--- config.mk ---
export PLATFORM = sky130hd
export DESIGN_NAME = sync_barrier_ctrl
export DESIGN_NICKNAME = d
export VERILOG_FILES = /design/src/rtl/sync_barrier_ctrl.sv
export SDC_FILE = /design/constraint.sdc
export NUM_CORES = 1
export LEC_CHECK = 0
export BUFFER_PORTS_ARGS = -buffer_cell sky130_fd_sc_hd__buf_2
export CORE_ASPECT_RATIO = 1.75
export CORE_MARGIN = 4
export CORE_UTILIZATION = 53
export CTS_CLUSTER_SIZE = 8
export DETAILED_ROUTE_END_ITERATION = 12
export PLACE_DENSITY = 0.8
export SLEW_MARGIN = 20
export SYNTH_ARGS = -nofsm -noshare
export SYNTH_HDL_FRONTEND = slang
export SYNTH_SLANG_ARGS = --single-unit
--- constraint.sdc ---
create_clock -name clk -period 3.06 [get_ports clk]
set_input_delay 0.459 -clock clk [delete_from_list [all_inputs] [get_ports clk]]
set_output_delay 0.459 -clock clk [all_outputs]
set_load 0.05 [all_outputs]
--- src/rtl/sync_barrier_ctrl.sv ---
// sync_barrier_ctrl
// Central barrier responder for a multi-core array. Each core raises
// sync_req with a barrier ID and is held in WAIT until every member of that
// barrier's participant mask has arrived. All members are then released
// together with a one-cycle sync_enable strobe.
//
// Ports:
//   clk          system clock (single domain)
//   reset_n      asynchronous active-low reset
//   sync_req     per-core level request, high while the sync instruction is current
//   sync_id      packed per-core barrier IDs, core i at [i*SYNC_BARRIER_WIDTH +: SYNC_BARRIER_WIDTH]
//   sync_enable  per-core one-cycle release strobe (registered)
//   cfg_we       participant-mask write enable
//   cfg_addr     barrier index for the mask write
//   cfg_mask     participant mask, bit i = core i is a member
//   waiting      core i is held at a barrier (registered)
//   barrier_done one-cycle pulse per barrier on release (registered)
//   err_id       sticky flag for invalid arrivals (registered)
//   err_clr      clears err_id; a simultaneous set wins
module sync_barrier_ctrl #(
    parameter int NUM_CORES          = 4,
    parameter int SYNC_BARRIER_WIDTH = 8,
    parameter int BAR_ADDR_WIDTH     = 2,
    localparam int NUM_BARRIERS      = 2 ** BAR_ADDR_WIDTH
) (
    input  logic                                    clk,
    input  logic                                    reset_n,
    input  logic [NUM_CORES-1:0]                    sync_req,
    input  logic [NUM_CORES*SYNC_BARRIER_WIDTH-1:0] sync_id,
    output logic [NUM_CORES-1:0]                    sync_enable,
    input  logic                                    cfg_we,
    input  logic [BAR_ADDR_WIDTH-1:0]               cfg_addr,
    input  logic [NUM_CORES-1:0]                    cfg_mask,
    output logic [NUM_CORES-1:0]                    waiting,
    output logic [NUM_BARRIERS-1:0]                 barrier_done,
    output logic                                    err_id,
    input  logic                                    err_clr
);

    typedef enum logic [1:0] {
        ST_IDLE    = 2'd0,
        ST_WAIT    = 2'd1,
        ST_RELEASE = 2'd2
    } state_t;

    state_t                    state_r      [NUM_CORES];
    state_t                    next_state_s [NUM_CORES];
    logic [BAR_ADDR_WIDTH-1:0] id_r         [NUM_CORES];
    logic [BAR_ADDR_WIDTH-1:0] id_next_s    [NUM_CORES];
    logic [NUM_CORES-1:0]      mask_r       [NUM_BARRIERS];
    logic [NUM_CORES-1:0]      arrived_s    [NUM_BARRIERS];
    logic [NUM_BARRIERS-1:0]   complete_s;
    logic [NUM_CORES-1:0]      valid_s;
    logic [NUM_CORES-1:0]      release_s;
    logic [NUM_CORES-1:0]      err_set_s;
    logic [NUM_CORES-1:0]      sync_enable_next_s;
    logic [NUM_CORES-1:0]      waiting_next_s;
    logic                      err_next_s;

    // Arrival validity: upper ID bits must be zero and the core must be a member
    always_comb begin
        for (int i = 0; i < NUM_CORES; i++) begin
            if ((sync_id[i*SYNC_BARRIER_WIDTH +: SYNC_BARRIER_WIDTH] >> BAR_ADDR_WIDTH)
                    == {SYNC_BARRIER_WIDTH{1'b0}}) begin
                valid_s[i] = mask_r[sync_id[i*SYNC_BARRIER_WIDTH +: BAR_ADDR_WIDTH]][i];
            end else begin
                valid_s[i] = 1'b0;
            end
        end
    end

    // Barrier completion from current (pre-write) masks and waiting cores
    always_comb begin
        for (int b = 0; b < NUM_BARRIERS; b++) begin
            for (int j = 0; j < NUM_CORES; j++) begin
                arrived_s[b][j] = (state_r[j] == ST_WAIT) && (id_r[j] == BAR_ADDR_WIDTH'(b));
            end
            complete_s[b] = (mask_r[b] != {NUM_CORES{1'b0}}) &&
                            ((mask_r[b] & ~arrived_s[b]) == {NUM_CORES{1'b0}});
        end
    end

    // A waiting core leaves only if its barrier completes and it is still a member
    always_comb begin
        for (int i = 0; i < NUM_CORES; i++) begin
            release_s[i] = (state_r[i] == ST_WAIT) && complete_s[id_r[i]] && mask_r[id_r[i]][i];
        end
    end

    // Per-core next-state logic
    always_comb begin
        for (int i = 0; i < NUM_CORES; i++) begin
            next_state_s[i] = state_r[i];
            id_next_s[i]    = id_r[i];
            err_set_s[i]    = 1'b0;
            case (state_r[i])
                ST_IDLE: begin
                    if (sync_req[i]) begin
                        if (valid_s[i]) begin
                            next_state_s[i] = ST_WAIT;
                            id_next_s[i]    = sync_id[i*SYNC_BARRIER_WIDTH +: BAR_ADDR_WIDTH];
                        end else begin
                            // Invalid ID: release at once so the core cannot deadlock
                            next_state_s[i] = ST_RELEASE;
                            err_set_s[i]    = 1'b1;
                        end
                    end else begin
                        next_state_s[i] = ST_IDLE;
                    end
                end
                ST_WAIT: begin
                    if (release_s[i]) begin
                        next_state_s[i] = ST_RELEASE;
                    end else begin
                        next_state_s[i] = ST_WAIT;
                    end
                end
                // sync_req is ignored here: the core has not advanced yet
                ST_RELEASE: next_state_s[i] = ST_IDLE;
                default:    next_state_s[i] = ST_IDLE;
            endcase
        end
    end

    // Next values of the registered outputs
    always_comb begin
        for (int i = 0; i < NUM_CORES; i++) begin
            sync_enable_next_s[i] = (next_state_s[i] == ST_RELEASE);
            waiting_next_s[i]     = (next_state_s[i] == ST_WAIT);
        end
        if (err_set_s != {NUM_CORES{1'b0}}) begin
            err_next_s = 1'b1;
        end else if (err_clr) begin
            err_next_s = 1'b0;
        end else begin
            err_next_s = err_id;
        end
    end

    // Per-core state and latched barrier index
    always_ff @(posedge clk or negedge reset_n) begin
        if (!reset_n) begin
            for (int i = 0; i < NUM_CORES; i++) begin
                state_r[i] <= ST_IDLE;
                id_r[i]    <= {BAR_ADDR_WIDTH{1'b0}};
            end
        end else begin
            for (int i = 0; i < NUM_CORES; i++) begin
                state_r[i] <= next_state_s[i];
                id_r[i]    <= id_next_s[i];
            end
        end
    end

    // Participant masks; reset to all-ones so every core belongs everywhere
    always_ff @(posedge clk or negedge reset_n) begin
        if (!reset_n) begin
            for (int b = 0; b < NUM_BARRIERS; b++) begin
                mask_r[b] <= {NUM_CORES{1'b1}};
            end
        end else if (cfg_we) begin
            mask_r[cfg_addr] <= cfg_mask;
        end
    end

    // Registered outputs
    always_ff @(posedge clk or negedge reset_n) begin
        if (!reset_n) begin
            sync_enable  <= {NUM_CORES{1'b0}};
            waiting      <= {NUM_CORES{1'b0}};
            barrier_done <= {NUM_BARRIERS{1'b0}};
            err_id       <= 1'b0;
        end else begin
            sync_enable  <= sync_enable_next_s;
            waiting      <= waiting_next_s;
            barrier_done <= complete_s;
            err_id       <= err_next_s;
        end
    end

endmodule

# Yosys cells after proc, flatten, opt, wreduce, memory -nomap -nowiden
# Cells that the tools add are included.
dict set report op_classes {
  magnitude_cmp 14
  n_eq_ne 24
  mux 69
  bitwise_logic 17
  n_reduce_logical 55
}
# op n
set op_table {}
lappend op_table {{$bmux W4 S2} 8}
lappend op_table {{$logic_not A8 Y1} 4}
lappend op_table {{$mux W2} 16}
lappend op_table {{$logic_and A1 B1 Y1} 29}
lappend op_table {{$ge A3 B3 Y1 const B} 9}
lappend op_table {{$not A2 Y3} 9}
lappend op_table {{$mux W1} 26}
lappend op_table {{$eq A2 B1 Y1 const B} 12}
lappend op_table {{$eq A2 B2 Y1 const B} 12}
lappend op_table {{$mux W4} 5}
lappend op_table {{$reduce_bool A4 Y1} 5}
lappend op_table {{$and A4 B4 Y4} 4}
lappend op_table {{$bwmux W16} 1}
lappend op_table {{$logic_not A2 Y1} 8}
lappend op_table {{$logic_not A4 Y1} 4}
lappend op_table {{$not A4 Y4} 4}
lappend op_table {{$pmux W2 S2} 4}
lappend op_table {{$lt A2 B3 Y1 const B} 4}
lappend op_table {{$mux W3} 4}
lappend op_table {{$reduce_and A3 Y1} 4}
lappend op_table {{$bmux W1 S2} 4}
lappend op_table {{$demux W4 S2} 1}
lappend op_table {{$lt A3 B1 Y1 const B} 1}
lappend op_table {{$reduce_bool A2 Y1} 1}
dict set report totals {
  regBits 45
  in_bits 46
  output_inout_bits 13
  word_cells 195
}

# Logic depth before layout (Yosys ltp)
# Gate-level depths: netlist (run 1).
dict set report logic_depth {
  word_depth 13
  mapped_depth 6
  ltp_nobuf 5
}

# Worst setup path after synthesis (run 1)
# Ideal clock, no wire load.
dict set report synth_timing {
  kind {register to register}
  start {reg id_r[7] (netlist bit)}
  end {reg state_r[6] (netlist bit)}
  setup_time_ps 134
  arrival_time_ps 1988
  required_time_ps 2926
  slack_ps 938
  stages_incl_launch_ff 7
  n_path_buf 1
  synth_period_minus_slack_ps 2122
  cell_sequence {dfrtp_1 buf_6 or4b_1 a222oi_1 nand4_1 a32oi_2 o211ai_1}
}
# item line
set synth_lines {}
lappend synth_lines {{from (decl)} 48} ;# logic [BAR_ADDR_WIDTH-1:0] id_r [NUM_CORES];
lappend synth_lines {{from (signal, indexed assignment)} 145} ;# id_r[i] <= {BAR_ADDR_WIDTH{1'b0}};
lappend synth_lines {{from (signal, indexed assignment)} 150} ;# id_r[i] <= id_next_s[i];
lappend synth_lines {{to (signal, indexed assignment)} 149} ;# state_r[i] <= next_state_s[i];
lappend synth_lines {{to (decl)} 46} ;# state_t state_r [NUM_CORES];

==> results of run 1 <==
[routing by layer]
layer | global-route usage [%] | vias to the layer above | part of all wire [%]
met2 | 40.1 | 59 | 56
met3 | 3.36 | 14 | 4.3
met5 | 0 | - | 0
met4 | 9.48 | 0 | 2.4
met1 | 24.6 | 943 | 38
li1 | - | 923 | -
[how the worst max path moves through the flow]
stage,from,end,slack [ns]
finish,id_r[6]$_DFFE_PN0P_,state_r[6]$_DFF_PN0_,0.68
global route,id_r[7]$_DFFE_PN0P_,state_r[2]$_DFF_PN0_,0.51
CTS,id_r[6]$_DFFE_PN0P_,waiting[0]$_DFF_PN0_,0.73
detailed placement,id_r[7]$_DFFE_PN0P_,waiting[2]$_DFF_PN0_,0.76
global placement,id_r[6]$_DFFE_PN0P_,waiting[0]$_DFF_PN0_,0.76
floorplan,id_r[7]$_DFFE_PN0P_,state_r[6]$_DFF_PN0_,0.94
[power groups by stage]
stage	Sequential, mW	Combinational, mW	Clock [mW]
after CTS	0.803	0.365	0.437
final	0.807	0.363	0.430
after global placement	0.810	0.355	0
after detailed placement	0.813	0.363	0
after global routing	0.820	0.399	0.469
after floorplan	0.838	0.202	0
[layout by cell type, fill, tap and decap left out, types with 5 or more instances in the layout]
cell      count
dfrtp_1      29
o21ai_0       9
nor4_1        8
nand4_1       6
nand2b_1      5
dfstp_2      16
buf_2        58
nand2_1      11
nand3_1      10
inv_1        11
nor2_1       15
clkbuf_8      5
mux2_2       24
[flip-flops by register name, summed over array words and instances, names as in the netlist]
signal	flops
waiting	4
sync_enable	4
state_r	8
id_r	8
barrier_done	4
mask_r	16
err_id	1
[kinds of logic (layout without fill, tap and decap cells)]
group / Yosys count / after routing
AO/OA/AOI/OAI: 38 / 38
buffers and inverters: 14 / 77
flip-flops: 45 / 45
multiplexers: 29 / 29
AND/OR/NAND/NOR: 80 / 80
[stage by stage]
step,worst slack [ns],power (mW),cells
after global placement,0.763,1.16,310
after CTS,0.728,1.60,318
after global routing,0.511,1.69,318
after detailed placement,0.758,1.18,310
final,0.681,1.60,318
after floorplan,0.938,1.04,206
[final cells by class]
| cell class | instances | area, um^2 |
|---|---|---|
| timing repair buffer | 58 | 290 |
| multi-input combinational | 147 | 1150 |
| clock buffer | 6 | 72.6 |
| tap | 49 | 61.3 |
| fill | 353 | 1430 |
| inverter | 11 | 41.3 |
| clock inverter | 2 | 35.0 |
| sequential | 45 | 1150 |
==> results.yml, run 1 <==
logic_synthesis:
  yosysMostFrequentCell: "dfrtp_1"
  synth-seq-cells: 45
  synth_common_cells: "dfrtp_1 (29), mux2_2 (24), dfstp_2 (16)"
  async_flop_share_pct: 100
  synth_edf_count: 0
  synth_simple_gate_area_share_pct: 20.6
  muxShareOfSynthArea_pct: 15.7
  syn_avg_cell_area_um2: 11.4
  synth_top_family_by_area: "simple AND/OR/NAND/NOR gates"
  syn-instance-count: 206
  yosysSeqAreaShare_pct: 48.7
  yosys.area_share.adder_pct: 0
  synth_nets: 252
  yosys.cell_types.count: 41
  yosys.area.top_type: "dfrtp_1"
  synth_top_flop_cell: "dfrtp_1"
  synth_compound_area_share_pct: 12.5
  netlist_area_um2: 2350
  synth_area_leaders: "dfrtp_1 (31%), dfstp_2 (18%), mux2_2 (11%)"
  synth_top_cell_area_share_pct: 30.8
  yosys_warnings: 0
  synthXorXnorAreaFrac_pct: 0
timing:
  finalSetupTns_ns: 0
  clock.fmax_mhz: 420
  drv_slew: 0
  rsz0062_at_grt: "no"
  slew_headroom_pct: 35.9
  period_share_pct: 77.7
  final-hold-violation-count: 0
  worst_pin_slew_ns: 0.962
  setup_viol: 0
  finClkSkew_ns: 0.0106
  holdWs_ns: 0.313
  period_needed_ns: 2.38
power:
  seqPwrFrac_pct: 50.5
  peakVddDrop_uv: 483
  swShare_pct: 31.1
  p_comb_share_pct: 22.7
  p_clk_share_pct: 26.9
  intPower_mw: 1.10
  powerDensity_nw_per_um2: 572
  p_leak_nw: 1.28
  switchingPower_mw: 0.497
final_layout:
  final_nets: 314
  antenna_cells: 0
  stdcell_area_um2: 2800
  drive_gt1_share_pct: 44.2
  finish.utilization_pct: 66.1
  area_delta_synth_final_pct: 18.7
floorplanning:
  io_pins: 59
  die_y_um: 96.2
  design.die.area_um2: 5620
  rows: 31
  coreArea_um2: 4230
  die_x_um: 58.4
  start_util_pct: 55.7
clocking:
  clkTransAtPathRegs_ns: 0.08
  cts_resized: 0
  cts_buffer_depth: 2
  cts_tree: "done"
  clock-sinks: 45
  clk_latency_ns: 0.29
  cts-htree-levels: 2
  cts-root-buf: "clkbuf_8"
  cts_setup_buffers: 0
  cts_buffers: 5
  ctsHoldBuffers: 0
global_route:
  grt_pass1_wl_mm: 9.43
  grt_use_total_pct: 22.0
  grt_overflow: 0
  grt_max_degree: 46
  antenna_found_initial: 0
  grt_pass1_vias: 2023
setup_path:
  critPathLaunchType: "flip-flop"
  cp_max_fo: 9
  worstPathArrival_ns: 2.55
  worstSetupPathType: "flip-flop to flip-flop"
  r2r_cells: 5
  crit_path_end_kind: "flip-flop"
  cpLargestDelayFamily: "compound AO/OA/AOI/OAI gates"
  cp_slowest_cell: "a222oi_1"
  regToRegStartpoint: "id_r[6]$_DFFE_PN0P_"
  r2r-end: "state_r[6]$_DFF_PN0_"
  worst-path-buf-inv: 0
  cp.required_ns: 3.23
  critPathMaxStageDelay_ns: 0.58
  worst-path-stages: 5
  path_cells: "or4b_1 > a222oi_1 > nand4_1 > a32oi_2 > o211ai_1"
  reg2reg_slack_ns: 0.68
detailed_routing:
  antenna_left: 0
  wire_per_inst_um: 17.3
  drc_errors: 0
  drt_first_pass_iters: 4
  via_count: 1939
  routed_wl_mm: 5.50
  drt_iter0_markers: 81
  via_per_inst: 6.10
placement:
  place_congestion: 0.963
  portBuffers: 58
  place_area_um2: 2690
  dpl.hpwl_mm: 4.24
outcome:
  outcome: "completed"
job:
  max_cap_viol_count: 0
hold_path:
  worst_hold_path_type: "input pin to async pin"
(Power assumes the default switching activity.)
==> run 2, diff against run 1 <==
==> constraint.sdc (replaced) <==
create_clock -name clk -period 2.4 [get_ports clk]
set_input_delay 0.36 -clock clk [delete_from_list [all_inputs] [get_ports clk]]
set_output_delay 0.36 -clock clk [all_outputs]
set_load 0.05 [all_outputs]
==> run 2 against run 1 <==
Against the previous run:
- via count increased by 6.1%
- setup slack got worse by 0.50 ns
- global-route usage increased by 1.6 points
- die area unchanged
- sequential share of layout area decreased by 1.3 points
- non-clock buffer count increased by 11
- highest routed layer unchanged
==> results.yml, run 2 (synthesis results as in run 1) <==
outcome:
  outcome: "completed"
detailed_routing:
  antenna_left: 0
  wire_per_inst_um: 18.2
  met2_length_mm: 3.32
  drt_iter0_markers: 95
  wl_met3_um: 390
  via_per_inst: 6.26
  drt_first_pass_iters: 4
  via_count: 2058
  drc_errors: 0
  top_layer: "met4"
  routed_wl_mm: 5.99
  met1Wirelength_mm: 2.02
floorplanning:
  rows: 31
  design.die.area_um2: 5620
  io_pins: 59
  coreArea_um2: 4230
  die_x_um: 58.4
  start_util_pct: 55.7
  die_y_um: 96.2
final_layout:
  antenna_cells: 0
  stdcell_area_um2: 2890
  final_nets: 325
  largest_registers: "mask_r: 16 flops, id_r: 8 flops, state_r: 8 flops"
  fin_cells: 329
  final_common_cell: "buf_2"
  largest_register_ffs: 16
  top_register: "mask_r"
  drive_gt1_share_pct: 46.4
  final_cell_mix: "buf_2 (58), dfrtp_1 (29), mux2_2 (24)"
  finish.utilization_pct: 68.3
  area_delta_synth_final_pct: 22.6
setup_path:
  reg2reg_slack_ns: 0.18
  critPathMaxStageDelay_ns: 0.55
  cpLargestDelayFamily: "compound AO/OA/AOI/OAI gates"
  r2r-end: "state_r[6]$_DFF_PN0_"
  worst-path-stages: 6
  cp.required_ns: 2.59
  worstPathArrival_ns: 2.41
  regToRegStartpoint: "id_r[7]$_DFFE_PN0P_"
  endpoint: "state_r[6]$_DFF_PN0_"
  crit_path_end_kind: "flip-flop"
  path_cells: "or4b_1 > a222oi_1 > buf_4 > nand4_1 > a32oi_2 > o211ai_1"
  cp_max_fo: 6
  worst-path-buf-inv: 1
  cp_slowest_cell: "or4b_1"
  worstSetupPathType: "flip-flop to flip-flop"
  r2r_cells: 6
  startpoint: "id_r[7]$_DFFE_PN0P_"
  critPathLaunchType: "flip-flop"
timing:
  period_share_pct: 92.6
  setup_viol: 0
  clock.fmax_mhz: 450
  worst_pin_slew_ns: 0.882
  drv_slew: 0
  slew_headroom_pct: 41.2
  rsz0062_at_grt: "no"
  period_needed_ns: 2.22
  final-hold-violation-count: 0
  finClkSkew_ns: 0.00931
  finalSetupTns_ns: 0
placement:
  portBuffers: 58
  dpl.hpwl_mm: 4.53
  place_area_um2: 2760
  placedCellCount: 320
  place_congestion: 0.975
clocking:
  cts_buffer_depth: 2
  clkTransAtPathRegs_ns: 0.08
  clk_latency_ns: 0.31
  cts_tree: "done"
  cts-root-buf: "clkbuf_8"
  cts_buffers: 5
  clock-sinks: 45
  cts-htree-levels: 2
power:
  intPower_mw: 1.46
  swShare_pct: 31.2
  switchingPower_mw: 0.661
  p_clk_share_pct: 27.9
  powerDensity_nw_per_um2: 735
  peakVddDrop_uv: 520
  p_comb_share_pct: 23.9
  seqPwrFrac_pct: 48.1
  p_leak_nw: 1.34
global_route:
  grt_overflow: 0
  grt_use_total_pct: 23.5
  antenna_found_initial: 0
  grt_pass1_vias: 2124
  grt_max_degree: 42
  grt_pass1_wl_mm: 9.72
job:
  max_cap_viol_count: 0
hold_path:
  worst_hold_path_type: "input pin to async pin"
## run 2: worst min-delay path by stage
stage	from	endpoint	slack, ns	depth (start not counted)
2_1_floorplan	reset_n	barrier_done[0]$_DFF_PN0_	0.06	0
3_3_place_gp	reset_n	barrier_done[3]$_DFF_PN0_	0.51	1
3_5_place_dp	err_id$_DFFE_PN0P_	err_id$_DFFE_PN0P_	0.51	2
4_1_cts	reset_n	barrier_done[3]$_DFF_PN0_	0.20	1
5_1_grt	err_clr	err_id$_DFFE_PN0P_	0.21	2
6_report	reset_n	barrier_done[3]$_DFF_PN0_	0.17	1
## run 2: metal layers
layer  vias up  GRT usage [%]
met5         -              0
met4         0           15.1
met3        24           5.91
met2       108           42.1
met1       983           23.5
li1        943              -
## run 2: area by class of cell
class,count,area [um^2]
Fill cell,333,1340
Multi-Input combinational cell,147,1150
Sequential cell,45,1150
Timing Repair Buffer,69,373
Clock buffer,7,86.3
Tap cell,49,61.3
Inverter,11,41.3
Clock inverter,1,30.0
## run 2: metrics by stage
| step | setup WS (ns) | power [mW] | hold WS, ns |
|---|---|---|---|
| after floorplan | 0.278 | 1.33 | 0.0644 |
| final | 0.178 | 2.12 | 0.166 |
| after global routing | 0.109 | 2.23 | 0.213 |
| after detailed placement | 0.0942 | 1.53 | 0.512 |
| after global placement | 0.156 | 1.51 | 0.509 |
| after CTS | 0.0657 | 2.12 | 0.196 |
## run 2: power groups by stage
stage          sequential, mW  combinational [mW]  clock (mW)
4_1_cts                  1.02               0.503       0.603
2_1_floorplan            1.07               0.258           0
3_5_place_dp             1.03               0.498           0
5_1_grt                  1.03               0.553       0.639
3_3_place_gp             1.02               0.484           0
6_report                 1.02               0.507       0.593
## run 2: what timing repair did
item | 4_1_cts | 5_1_grt
endpoints found under the setup margin | 0 | 5
gates resized for setup | 0 | 0
hold buffers | 0 | 0
buffers inserted | 0 | 1
==> run 3, diff against run 2 <==
--- a/config.mk
+++ b/config.mk
@@ -5,13 +5,13 @@
 export SDC_FILE = /design/constraint.sdc
 export NUM_CORES = 1
 export LEC_CHECK = 0
-export BUFFER_PORTS_ARGS = -buffer_cell sky130_fd_sc_hd__buf_2
 export CORE_ASPECT_RATIO = 1.75
 export CORE_MARGIN = 4
-export CORE_UTILIZATION = 53
+export CORE_UTILIZATION = 60
 export CTS_CLUSTER_SIZE = 8
 export DETAILED_ROUTE_END_ITERATION = 12
-export PLACE_DENSITY = 0.8
+export DONT_BUFFER_PORTS = 1
+export PLACE_DENSITY = 0.76
 export SLEW_MARGIN = 20
 export SYNTH_ARGS = -nofsm -noshare
 export SYNTH_HDL_FRONTEND = slang
==> run 3 against run 2 <==
Against the previous run:
- count of clock-buffer cells in the layout is 1 higher
- final area shrank 11%
- combinational power fell by 31%
- flip-flop and latch count did not move
- sequential share of layout area is 4.8 points higher
- routed wire length decreased by 9.8%
- fmax down 3.8%
- clock power is 22% lower
- largest cell class unchanged
- largest power group unchanged
==> results.yml, run 3 (synthesis results as in run 1) <==
floorplanning:
  die_y_um: 90.9
  start_util_pct: 63.6
  coreArea_um2: 3700
  design.die.area_um2: 5030
  io_pins: 59
  rows: 29
  die_x_um: 55.4
power:
  switchingPower_mw: 0.606
  swShare_pct: 31.5
  p_comb_share_pct: 18.2
  powerDensity_nw_per_um2: 747
  p_clk_share_pct: 24.1
  p_leak_nw: 1.09
  intPower_mw: 1.32
  peakVddDrop_uv: 623
  seqPwrFrac_pct: 57.7
job:
  max_cap_viol_count: 0
setup_path:
  r2r-end: "state_r[4]$_DFF_PN0_"
  worstPathArrival_ns: 2.46
  cp.required_ns: 2.55
  r2r_cells: 5
  worstSetupPathType: "flip-flop to flip-flop"
  reg2reg_slack_ns: 0.09
  crit_path_end_kind: "flip-flop"
  cp_max_fo: 4
  critPathLaunchType: "flip-flop"
  regToRegStartpoint: "id_r[6]$_DFFE_PN0P_"
placement:
  placedCellCount: 256
  portBuffers: 0
  dpl.hpwl_mm: 4.24
  place_area_um2: 2450
  place_congestion: 1.01
detailed_routing:
  routed_wl_mm: 5.41
  via_per_inst: 6.82
  wire_per_inst_um: 20.2
  drt_iter0_markers: 111
  drt_first_pass_iters: 4
  antenna_left: 0
  via_count: 1821
  drc_errors: 0
clocking:
  clkTransAtPathRegs_ns: 0.08
  cts_resized: 0
  cts_buffers: 5
  cts_tree: "done"
  cts-htree-levels: 2
  clock-sinks: 45
  cts_buffer_depth: 2
  cts-root-buf: "clkbuf_8"
  clk_latency_ns: 0.29
timing:
  worst_pin_slew_ns: 0.694
  drv_slew: 0
  clock.fmax_mhz: 433
  setup_viol: 0
  period_needed_ns: 2.31
  slew_headroom_pct: 53.6
  final-hold-violation-count: 0
  rsz0062_at_grt: "no"
  period_share_pct: 96.2
  finClkSkew_ns: 0.0128
  finalSetupTns_ns: 0
global_route:
  grt_pass1_vias: 1866
  grt_overflow: 0
  grt_use_total_pct: 22.2
  antenna_found_initial: 0
  grt_max_degree: 46
  grt_pass1_wl_mm: 8.85
final_layout:
  antenna_cells: 0
  largest_register_ffs: 16
  final_cell_mix: "dfrtp_1 (29), mux2_2 (24), dfstp_2 (16)"
  fin_cells: 267
  nFillCells: 286
  top_register: "mask_r"
  final_nets: 266
  drive_gt1_share_pct: 31.2
  regArea_um2: 1150
  area_delta_synth_final_pct: 9.30
  multi_input_comb_area_um2: 1150
  largest_registers: "mask_r: 16 flops, id_r: 8 flops, state_r: 8 flops"
  final_common_cell: "dfrtp_1"
  stdcell_area_um2: 2570
hold_path:
  worst_hold_path_type: "input pin to flip-flop"
  min_from: "err_clr"
  hold_depth: 1
  hold_end: "err_id$_DFFE_PN0P_"
outcome:
  outcome: "completed"
-- run 3: worst max-delay path by stage --
| stage | startpoint | to | slack, ns | depth (start not counted) |
|---|---|---|---|---|
| after CTS | id_r[6]$_DFFE_PN0P_ | state_r[4]$_DFF_PN0_ | 0.11 | 5 |
| after floorplan | id_r[7]$_DFFE_PN0P_ | state_r[6]$_DFF_PN0_ | 0.28 | 6 |
| after detailed placement | id_r[6]$_DFFE_PN0P_ | state_r[4]$_DFF_PN0_ | 0.12 | 5 |
| after global placement | id_r[6]$_DFFE_PN0P_ | waiting[0]$_DFF_PN0_ | 0.20 | 5 |
| final | id_r[6]$_DFFE_PN0P_ | state_r[4]$_DFF_PN0_ | 0.09 | 5 |
| after global routing | state_r[7]$_DFF_PN0_ | state_r[2]$_DFF_PN0_ | 0.009 | 5 |
-- run 3: per-layer routing --
metal	track usage (%)	routed length, um	vias to the layer above
li1	-	-	819
met1	23.3	1920	919
met2	40.3	3040	71
met3	5.01	274	12
met4	11.2	165	0
met5	0	0	-
-- run 3: stage by stage --
stage	power, mW	util [%]	hold slack [ns]	setup slack (ns)
after floorplan	1.33	-	0.0644	0.278
after global placement	1.43	66.1	0.0659	0.201
after detailed placement	1.44	66.1	0.0656	0.116
after CTS	1.93	69.3	0.171	0.110
after global routing	2.03	69.5	0.173	0.00884
final	1.92	69.5	0.176	0.0901
-- run 3: critical path, stage by stage, from the launching register on --
cell and delay [ns]:
dfrtp_1 0.39, or4b_1 0.57, a222oi_1 0.54, nand3_1 0.15
a32oi_1 0.34, o21ai_0 0.18
-- run 3: final cells by class --
class                           count  share of cell area [%]
Sequential cell                    45                    44.5
Timing Repair Buffer               10                    3.50
Clock buffer                        8                    3.50
Tap cell                           46                    2.24
Multi-Input combinational cell    147                    44.6
Inverter                           11                    1.60
-- run 3: power by group through the flow --
stage               sequential (mW)  clock [mW]  combinational (mW)
floorplan                      1.07           0               0.258
global placement               1.11           0               0.313
detailed placement             1.12           0               0.324
CTS                            1.11       0.478               0.346
global route                   1.12       0.519               0.385
finish                         1.11       0.464               0.350
-- run 3: repair_timing --
item | 4_1_cts | 5_1_grt
hold endpoints to repair | 45 | 0
hold buffers | 2 | 0
setup endpoints to repair | 0 | 5
buffers inserted | 0 | 1
